--- src/rtl/countdown_timer_if.sv ---
`default_nettype none
// ============================================================================
// Module      : countdown_timer_if
// Description : Control/status bundle for countdown_timer.
//               Controls (driven by master): load, load_val[7:0] (BCD),
//               start, pause.
//               Status (driven by slave): tens[3:0], ones[3:0] (BCD),
//               busy, done.
// Revision    : 1.0  initial release
// ============================================================================
interface countdown_timer_if;
    logic       load;
    logic [7:0] load_val;
    logic       start;
    logic       pause;
    logic [3:0] tens;
    logic [3:0] ones;
    logic       busy;
    logic       done;

    modport master (
        output load, load_val, start, pause,
        input  tens, ones, busy, done
    );

    modport slave (
        input  load, load_val, start, pause,
        output tens, ones, busy, done
    );
endinterface
`default_nettype wire

--- src/rtl/countdown_timer.sv ---
`default_nettype none
// ============================================================================
// Module      : countdown_timer
// Description : Two-digit BCD down-counter (00-99) with load/start/pause.
//               Steps once every CLK_DIV clocks while running and pulses
//               done for one cycle when the count reaches 00.
// Ports       : clk    - clock, rising edge
//               rst_n  - asynchronous active-low reset
//               bus    - countdown_timer_if.slave (load, load_val, start,
//                        pause in; tens, ones, busy, done out; all outputs
//                        registered)
// Parameters  : CLK_DIV - clocks per count step, 1..65536
// Revision    : 1.0  initial release
// ============================================================================
module countdown_timer #(
    parameter int CLK_DIV = 1
) (
    input  wire               clk,
    input  wire               rst_n,
    countdown_timer_if.slave  bus
);

    localparam int             PW      = (CLK_DIV > 1) ? $clog2(CLK_DIV) : 1;
    localparam logic [PW-1:0]  PRE_MAX = PW'(CLK_DIV - 1);

    localparam logic [1:0] ST_IDLE  = 2'd0;
    localparam logic [1:0] ST_RUN   = 2'd1;
    localparam logic [1:0] ST_PAUSE = 2'd2;

    logic [1:0]    state_q, state_d;
    logic [3:0]    tens_q,  tens_d;
    logic [3:0]    ones_q,  ones_d;
    logic [PW-1:0] pre_q,   pre_d;
    logic          busy_q,  busy_d;
    logic          done_q,  done_d;

    logic          w_nonzero;
    logic          w_step_due;
    logic          w_terminal;

    function automatic logic [3:0] clamp9(input logic [3:0] d);
        return (d > 4'd9) ? 4'd9 : d;
    endfunction

    assign w_nonzero  = (tens_q != 4'd0) || (ones_q != 4'd0);
    assign w_step_due = (state_q == ST_RUN) && !bus.pause && (pre_q == PRE_MAX);
    // Only 01 steps to 00: a zero ones digit borrows to 9, never to 0.
    assign w_terminal = w_step_due && (tens_q == 4'd0) && (ones_q == 4'd1);

    // ------------------------------------------------------------------
    // State register
    // ------------------------------------------------------------------
    always_ff @(posedge clk or negedge rst_n) begin
        if (!rst_n) begin
            state_q <= ST_IDLE;
            tens_q  <= 4'd0;
            ones_q  <= 4'd0;
            pre_q   <= '0;
            busy_q  <= 1'b0;
            done_q  <= 1'b0;
        end else begin
            state_q <= state_d;
            tens_q  <= tens_d;
            ones_q  <= ones_d;
            pre_q   <= pre_d;
            busy_q  <= busy_d;
            done_q  <= done_d;
        end
    end

    // ------------------------------------------------------------------
    // Next-state logic
    // ------------------------------------------------------------------
    always_comb begin
        state_d = state_q;
        if (bus.load) begin
            state_d = ST_IDLE;
        end else begin
            case (state_q)
                ST_IDLE:  if (bus.start && w_nonzero) state_d = ST_RUN;
                ST_RUN: begin
                    if (bus.pause)       state_d = ST_PAUSE;
                    else if (w_terminal) state_d = ST_IDLE;
                end
                // start beats a simultaneous pause
                ST_PAUSE: if (bus.start) state_d = ST_RUN;
                default:  state_d = ST_IDLE;
            endcase
        end
    end

    // ------------------------------------------------------------------
    // Datapath / registered-output next values
    // ------------------------------------------------------------------
    always_comb begin
        tens_d = tens_q;
        ones_d = ones_q;
        pre_d  = pre_q;
        done_d = 1'b0;
        if (bus.load) begin
            tens_d = clamp9(bus.load_val[7:4]);
            ones_d = clamp9(bus.load_val[3:0]);
            pre_d  = '0;
        end else begin
            case (state_q)
                ST_IDLE: begin
                    if (bus.start && w_nonzero) pre_d = '0;
                end
                ST_RUN: begin
                    // A pause edge freezes everything, even a due step.
                    if (!bus.pause) begin
                        if (w_step_due) begin
                            pre_d = '0;
                            if (ones_q != 4'd0) begin
                                ones_d = ones_q - 4'd1;
                            end else begin
                                ones_d = 4'd9;
                                tens_d = tens_q - 4'd1;
                            end
                            done_d = w_terminal;
                        end else begin
                            pre_d = pre_q + PW'(1);
                        end
                    end
                end
                default: ;
            endcase
        end
        busy_d = (state_d == ST_RUN) || (state_d == ST_PAUSE);
    end

    assign bus.tens = tens_q;
    assign bus.ones = ones_q;
    assign bus.busy = busy_q;
    assign bus.done = done_q;

endmodule
`default_nettype wire
--- src/flat_wrapper.sv ---
// flat-port wrapper written by rule: the top's interface ports become plain ports
module countdown_timer_flat 
#(
    parameter int CLK_DIV = 1
)
  (clk, rst_n, bus_load, bus_load_val, bus_start, bus_pause, bus_tens, bus_ones, bus_busy, bus_done);
  countdown_timer_if bus_i ();
  input  wire clk;
  input  wire rst_n;
  input wire logic [$bits(bus_i.load)-1:0] bus_load;
  input wire logic [$bits(bus_i.load_val)-1:0] bus_load_val;
  input wire logic [$bits(bus_i.start)-1:0] bus_start;
  input wire logic [$bits(bus_i.pause)-1:0] bus_pause;
  output wire logic [$bits(bus_i.tens)-1:0] bus_tens;
  output wire logic [$bits(bus_i.ones)-1:0] bus_ones;
  output wire logic [$bits(bus_i.busy)-1:0] bus_busy;
  output wire logic [$bits(bus_i.done)-1:0] bus_done;
  assign bus_i.load = bus_load;
  assign bus_i.load_val = bus_load_val;
  assign bus_i.start = bus_start;
  assign bus_i.pause = bus_pause;
  assign bus_tens = bus_i.tens;
  assign bus_ones = bus_i.ones;
  assign bus_busy = bus_i.busy;
  assign bus_done = bus_i.done;
  countdown_timer #(.CLK_DIV(CLK_DIV)) u_core (.clk(clk), .rst_n(rst_n), .bus(bus_i));
endmodule
--- config.mk ---
export PLATFORM = sky130hd
export DESIGN_NAME = countdown_timer_flat
export DESIGN_NICKNAME = d
export VERILOG_FILES = /design/src/rtl/countdown_timer_if.sv /design/src/rtl/countdown_timer.sv /design/src/flat_wrapper.sv
export SDC_FILE = /design/constraint.sdc
export NUM_CORES = 1
export LEC_CHECK = 0
export BUFFER_PORTS_ARGS = -buffer_cell sky130_fd_sc_hd__buf_2
export CORE_AREA = 2 2 42 44
export CTS_BUF_LIST = sky130_fd_sc_hd__clkbuf_8
export CTS_CLUSTER_DIAMETER = 150
export DETAILED_ROUTE_END_ITERATION = 6
export DIE_AREA = 0 0 44 46
export PLACE_DENSITY_LB_ADDON = 0.08
export SYNTH_ARGS = -nofsm -noshare
export SYNTH_HDL_FRONTEND = slang
export SYNTH_SLANG_ARGS = --single-unit
--- constraint.sdc ---
create_clock -name clk -period 2.37 [get_ports clk]
set_input_delay 0.237 -clock clk [delete_from_list [all_inputs] [get_ports clk]]
set_output_delay 0.237 -clock clk [all_outputs]
set_load 0.03 [all_outputs]
==> flow_summary.json, run 1 <==
{
  "rsz0062_at_grt": "false",
  "hp-class": "in2reg",
  "syn_inst": 81,
  "layout_common_cells": "buf_2 (22), dfrtp_1 (13), o21ai_0 (7)",
  "layout_worst_path_cycle_share": 0.8152,
  "ys_top_cells_by_area": "dfrtp_1 (42%), o21ai_0 (4.5%), a31oi_1 (4.1%)",
  "grt_pass1_vias": 627,
  "layout.nets": 123,
  "crit_path_max_incr_delay_ns": 0.72,
  "hold_path_depth": 3,
  "cp.arrival_ns": 2.10,
  "crit_buf_inv": 0,
  "cts_tree": "yes",
  "cts_hold_buffers": 1,
  "wl_met1_microns": 881,
  "postCtsSetupRepairBufs": 0,
  "netlist_area_sq_um": 770.7,
  "finalPower_w": 0.0006780,
  "synth_fp_nets": 96,
  "yosysUniqueCellTypes": 33,
  "cts.sinks": 13,
  "tns_ns": 0,
  "cp_cell_sequence": "or4b_1, or4_1, a31oi_1",
  "slowest_stage": "or4b_1",
  "cp_num_cells": 3,
  "dp_hpwl_microns": 1299,
  "synth_top_cell_area_share": 0.4221,
  "utilization": 0.5922,
  "cts_buffers": 3,
  "worstSetupStartpointType": "flip-flop",
  "ys_async_sr_fraction": 1.000,
  "rows": 15,
  "slew_headroom": 0.7024,
  "yosysTopAreaCell": "dfrtp_1",
  "wl_met3_microns": 64,
  "ys_seq_area_frac": 0.4221,
  "setup_violations": 0,
  "vias": 739,
  "finalNonFillerCells": 124,
  "slew_violations": 0,
  "antenna_found_initial": 0,
  "p_leak_nw": 0.4168,
  "overflow": 0,
  "die_w_microns": 44,
  "final_cell_area_sq_um": 955.9,
  "required_ns": 2.54,
  "vdd_drop_max_mv": 0.3912,
  "routabilityCongestion": 0.8201,
  "grt_pass1_wl_microns": 2753,
  "die_h_microns": 46,
  "clockBufferDepth": 2,
  "topRoutingLayerUsed": "met4",
  "avgSynthCellArea_sq_um": 9.515,
  "final_common_cell": "buf_2",
  "ys.flop_type": "dfrtp_1",
  "cts_resized": 0,
  "htree_levels": 1,
  "finClkSkew_ns": 0.004369,
  "dpl.cell_count": 119,
  "start_util": 0.4775,
  "synth_edf_count": 0,
  "r2r-end": "u_core.bus.tens[3]$_DFFE_PN0P_",
  "drive_above_1_share": 0.2710,
  "status": "complete, no violations",
  "worstSkewPairLatency_ns": 0.24,
  "critical_path.top_delay_family": "simple AND/OR/NAND/NOR gates",
  "grtUsageTotal": 0.1912,
  "period_minus_slack_ns": 1.932,
  "fp.dieArea_sq_um": 2024,
  "synth_warnings": 0,
  "ff2ff_setup_slack_ns": 0.44,
  "max_freq_mhz": 517.6,
  "area_growth_pct": 24.03,
  "finalHoldViolCount": 0,
  "worst_pin_slew_ns": 0.4424,
  "num_io_pins": 23,
  "wl_per_cell_microns": 14.39,
  "diodes": 0,
  "drt-initial-drc-count": 7,
  "antenna_left": 0,
  "worst-setup-path-type": "reg2reg",
  "core_sq_um": 1614,
  "p_per_area_nw_per_um2": 709.3,
  "finalWirelength_microns": 1784,
  "min_from": "bus_load_val[0]",
  "worstSetupEndpointType": "flip-flop",
  "hold_end": "u_core.bus.ones[0]$_DFFE_PN0P_",
  "path_clk_slew_ns": 0.06,
  "io_buffers": 22,
  "clock-root-buffer": "clkbuf_8",
  "dr.pass1.iters": 4,
  "max_cap_viol_count": 0,
  "synth_seq_cells": 13,
  "drc": 0,
  "path_max_fanout": 10,
  "rr_worst_depth": 3,
  "vias_per_cell": 5.960,
  "grt_max_degree": 16,
  "met2_length_microns": 825,
  "placed_cell_area_sq_um": 900.9,
  "rr_startpoint": "u_core.state_q[1]$_DFF_PN0_"
}
## worst max path at each step
| stage | from | to | slack (ns) |
|---|---|---|---|
| 2_1_floorplan | u_core.bus.ones[0]$_DFFE_PN0P_ | u_core.bus.tens[3]$_DFFE_PN0P_ | 0.53 |
| 3_3_place_gp | u_core.state_q[1]$_DFF_PN0_ | u_core.bus.tens[3]$_DFFE_PN0P_ | 0.49 |
| 3_5_place_dp | u_core.state_q[1]$_DFF_PN0_ | u_core.bus.tens[3]$_DFFE_PN0P_ | 0.43 |
| 4_1_cts | u_core.state_q[1]$_DFF_PN0_ | u_core.bus.tens[3]$_DFFE_PN0P_ | 0.44 |
| 5_1_grt | u_core.state_q[1]$_DFF_PN0_ | u_core.bus.tens[3]$_DFFE_PN0P_ | 0.36 |
| 6_report | u_core.state_q[1]$_DFF_PN0_ | u_core.bus.tens[3]$_DFFE_PN0P_ | 0.44 |
## worst reg2reg max path: stages (launching register included)
cell,delay (ns)
dfrtp_1,0.43
or4b_1,0.72
or4_1,0.55
a31oi_1,0.16
## cells in the mapped netlist (2+ instances only)
| cell | n |
|---|---|
| ha_1 | 2 |
| nor4_1 | 3 |
| o21ai_0 | 7 |
| o211ai_1 | 2 |
| nand3_1 | 4 |
| dfrtp_1 | 13 |
| nor2_1 | 4 |
| or3b_2 | 2 |
| nor4b_1 | 3 |
| o311ai_0 | 2 |
| a31oi_1 | 5 |
| nor3b_1 | 2 |
| nand3b_1 | 2 |
| a21oi_1 | 2 |
| nand4b_1 | 3 |
| or4_1 | 3 |
| o21a_1 | 2 |
| inv_1 | 5 |
## power breakdown
group | total, W | switching, W | leakage (nW) | internal [W]
registers | 0.000284 | 0.0000341 | 0.161 | 0.000249
clock network | 0.000197 | 0.0000823 | 0.0269 | 0.000114
logic | 0.000198 | 0.000123 | 0.229 | 0.0000750
## stage by stage
step / hold slack, ns / setup slack, ns
after global placement: 0.1444 / 0.4933
after global routing: 0.2574 / 0.3617
final: 0.2375 / 0.4380
after CTS: 0.2393 / 0.4423
after detailed placement: 0.1486 / 0.4318
after floorplan: -0.05859 / 0.5318
## flip-flops by register name, summed over array words and instances (netlist names)
name	flops
u_core.bus.done	1
u_core.pre_q	1
u_core.state_q	2
u_core.bus.busy	1
u_core.bus.ones	4
u_core.bus.tens	4
## layer usage
metal  vias to the layer above  global-route usage
met5                         -                   0
met4                         0             0.07273
met1                       347              0.2512
met3                         2             0.03571
met2                        16              0.3118
li1                        374                   -
## final cells by class
cell class              count  area (sq um)
well taps                  17         21.27
inverters                   6         22.52
flip-flops and latches     13         325.3
clock inverters             1         3.754
clock buffers               3         41.29
fillers                   169         658.1
multi-input cells          60         414.1
repair buffers             24         127.6
## logic make-up after synthesis
logic type,after synthesis,synth area share
flip-flops,13,0.4221
adder cells (fa/ha/maj),2,0.03246
XOR/XNOR,1,0.01137
AND/OR/NAND/NOR,33,0.2890
buffers and inverters,8,0.04057
AO/OA/AOI/OAI,24,0.2045
No activity file was read; power rests on OpenSTA's default activity.
==> inputs of run 2 (changes only) <==
--- a/config.mk
+++ b/config.mk
@@ -5,12 +5,13 @@
 export SDC_FILE = /design/constraint.sdc
 export NUM_CORES = 1
 export LEC_CHECK = 0
+export ABC_AREA = 1
 export BUFFER_PORTS_ARGS = -buffer_cell sky130_fd_sc_hd__buf_2
-export CORE_AREA = 2 2 42 44
+export CORE_AREA = 2 2 44 46
 export CTS_BUF_LIST = sky130_fd_sc_hd__clkbuf_8
 export CTS_CLUSTER_DIAMETER = 150
 export DETAILED_ROUTE_END_ITERATION = 6
-export DIE_AREA = 0 0 44 46
+export DIE_AREA = 0 0 46 48
 export PLACE_DENSITY_LB_ADDON = 0.08
 export SYNTH_ARGS = -nofsm -noshare
 export SYNTH_HDL_FRONTEND = slang
==> constraint.sdc (replaced) <==
create_clock -name clk -period 1.7 [get_ports clk]
set_input_delay 0.17 -clock clk [delete_from_list [all_inputs] [get_ports clk]]
set_output_delay 0.17 -clock clk [all_outputs]
set_load 0.03 [all_outputs]
==> run 2 against run 1 <==
Sequential cell count is the same. Worst setup slack lost 0.053 ns. Via count increased by 0.81%. Synthesized area is 1.3% higher. Wire length shrank 10%.
==> flow_summary.json, run 2 <==
{
  "ys_top_cells_by_count": "nand2_1 (20), inv_1 (16), nand3_1 (15), nor2_1 (15), dfrtp_1 (13)",
  "layout.nets": 148,
  "cp.arrival_ns": 1.44,
  "die_w_microns": 46,
  "cts_resized": 0,
  "finalNonFillerCells": 149,
  "rr_startpoint": "u_core.bus.tens[0]$_DFFE_PN0P_",
  "postCtsSetupRepairBufs": 0,
  "ff2ff_setup_slack_ns": 0.38,
  "worstSetupEndpointType": "flip-flop",
  "max_freq_mhz": 760.2,
  "final_common_cell": "buf_2",
  "overflow": 0,
  "ys_top_cells_by_area": "dfrtp_1 (42%), nand2_1 (9.6%), nand3_1 (9.6%)",
  "status": "complete, no violations",
  "clockBufferDepth": 2,
  "layout_worst_path_cycle_share": 0.7738,
  "worstSetupStartpointType": "flip-flop",
  "fp.dieArea_sq_um": 2208,
  "grt_max_degree": 14,
  "drive_above_1_share": 0.2576,
  "ys.flop_type": "dfrtp_1",
  "path_max_fanout": 5,
  "hold_end": "u_core.bus.ones[1]$_DFFE_PN0P_",
  "p_per_area_nw_per_um2": 939.8,
  "regArea_sq_um": 325.3,
  "cts.sinks": 13,
  "synth_fp_nets": 122,
  "cts_tree": "yes",
  "tns_ns": 0,
  "vdd_drop_max_mv": 0.5088,
  "yosysTopAreaCell": "dfrtp_1",
  "drt-initial-drc-count": 10,
  "netlist_area_sq_um": 780.7,
  "min_from": "bus_load_val[1]",
  "dr.pass1.iters": 4,
  "antenna_found_initial": 0,
  "drc": 0,
  "path_common_cell": "nand2_1",
  "wl_per_cell_microns": 10.76,
  "cts_hold_buffers": 1,
  "synth_warnings": 0,
  "yosysUniqueCellTypes": 20,
  "diodes": 0,
  "area_growth_pct": 22.76,
  "die_h_microns": 48,
  "worst_pin_slew_ns": 0.3980,
  "avgSynthCellArea_sq_um": 7.297,
  "synth_seq_cells": 13,
  "core_sq_um": 1689,
  "synth_edf_count": 0,
  "rr_worst_depth": 9,
  "syn_inst": 107,
  "multi_input_area_sq_um": 381.6,
  "cts_buffers": 3,
  "slew_violations": 0,
  "routabilityCongestion": 0.7912,
  "io_buffers": 22,
  "layout_common_cells": "buf_2 (22), nand2_1 (20), inv_1 (16)",
  "setup_violations": 0,
  "clock-root-buffer": "clkbuf_8",
  "worstSkewPairLatency_ns": 0.24,
  "finClkSkew_ns": 0.0009975,
  "antenna_left": 0,
  "required_ns": 1.83,
  "r2r-end": "u_core.bus.busy$_DFF_PN0_",
  "dpl.cell_count": 144,
  "htree_levels": 1,
  "finalHoldViolCount": 0,
  "finalWirelength_microns": 1603,
  "rows": 15,
  "hold_path_depth": 3,
  "rsz0062_at_grt": "false",
  "start_util": 0.4622,
  "p_leak_nw": 0.5252,
  "vias_per_cell": 5.000,
  "worst-setup-path-type": "reg2reg",
  "synth.most_common_cell": "nand2_1",
  "grtUsageTotal": 0.1712,
  "slew_headroom": 0.7344,
  "slowest_stage": "dfrtp_1",
  "grt_pass1_wl_microns": 2691,
  "ys_seq_area_frac": 0.4167,
  "ys_async_sr_fraction": 1.000,
  "dp_hpwl_microns": 1260,
  "period_minus_slack_ns": 1.315,
  "vias": 745,
  "max_cap_viol_count": 0,
  "grt_pass1_vias": 654,
  "synth_top_cell_area_share": 0.4167,
  "nFillCells": 178,
  "num_io_pins": 23,
  "path_clk_slew_ns": 0.06,
  "cp_cell_sequence": "inv_1, ha_1, nand3_1, nor2_1, nand2_1, nand2_1, nand2_1, nand2_1, nand2_1",
  "hp-class": "in2reg",
  "crit_path_max_incr_delay_ns": 0.38
}
## run 2: worst max path at each step
stage	from	end	slack [ns]
after detailed placement	u_core.bus.tens[0]$_DFFE_PN0P_	u_core.bus.busy$_DFF_PN0_	0.39
after floorplan	u_core.bus.tens[0]$_DFFE_PN0P_	u_core.bus.busy$_DFF_PN0_	0.32
final	u_core.bus.tens[0]$_DFFE_PN0P_	u_core.bus.busy$_DFF_PN0_	0.38
after CTS	u_core.bus.tens[1]$_DFFE_PN0P_	u_core.bus.busy$_DFF_PN0_	0.37
after global routing	u_core.bus.tens[1]$_DFFE_PN0P_	u_core.bus.busy$_DFF_PN0_	0.22
after global placement	u_core.bus.tens[0]$_DFFE_PN0P_	u_core.bus.busy$_DFF_PN0_	0.41
## run 2: per-stage QoR
step	total power [W]	cell area [sq um]	utilization	setup WS, ns	hold WS [ns]
global placement	0.0006298	902.1	0.5341	0.4146	0.07426
global route	0.0009689	958.4	0.5674	0.2239	0.2094
finish	0.0009007	958.4	0.5674	0.3846	0.1966
floorplan	0.0005556	780.7	-	0.3155	-0.1256
detailed placement	0.0006353	902.1	0.5341	0.3855	0.07673
CTS	0.0009154	958.4	0.5674	0.3691	0.1960
## run 2: layout make-up
cell class / count / area share
Sequential cell: 13 / 0.3394
Clock inverter: 1 / 0.005222
Inverter: 17 / 0.06658
Tap cell: 17 / 0.02219
Timing Repair Buffer: 23 / 0.1253
Multi-Input combinational cell: 75 / 0.3982
Clock buffer: 3 / 0.04308
## run 2: kinds of logic (layout without fill, tap and decap cells)
group                      Yosys count  count (layout)  share of synthesized area
AOI/OAI and AO/OA                   11              11                    0.08975
xor gates and xnor gates             1               1                    0.01122
adders and majority gates            2               2                    0.03205
buffers and inverters               19              44                    0.09455
DFF                                 13              13                     0.4167
and+or+nand+nor                     61              61                     0.3558
## run 2: worst max-delay path: cells and delay by family, from the launching register on
family / cells / cell delay [ns]
AND/OR/NAND/NOR: 7 / 0.51
buffers and inverters: 1 / 0.14
flip-flops: 1 / 0.38
adder cells (fa/ha/maj): 1 / 0.16
## run 2: power by group
part	internal (W)	total [W]	switching (W)	leakage [nW]
clock	0.000162	0.000272	0.000110	0.0255
sequential	0.000341	0.000368	0.0000269	0.165
combinational	0.0000856	0.000261	0.000175	0.335
total	0.000589	0.000901	0.000312	0.525
## run 2: per-layer routing
| layer | share of wire | GRT usage | vias to the layer above |
|---|---|---|---|
| met5 | 0 | 0 | - |
| met4 | 0.0037 | 0.05143 | 0 |
| met1 | 0.49 | 0.2240 | 335 |
| met2 | 0.46 | 0.2861 | 19 |
| li1 | - | - | 389 |
| met3 | 0.049 | 0.03396 | 2 |
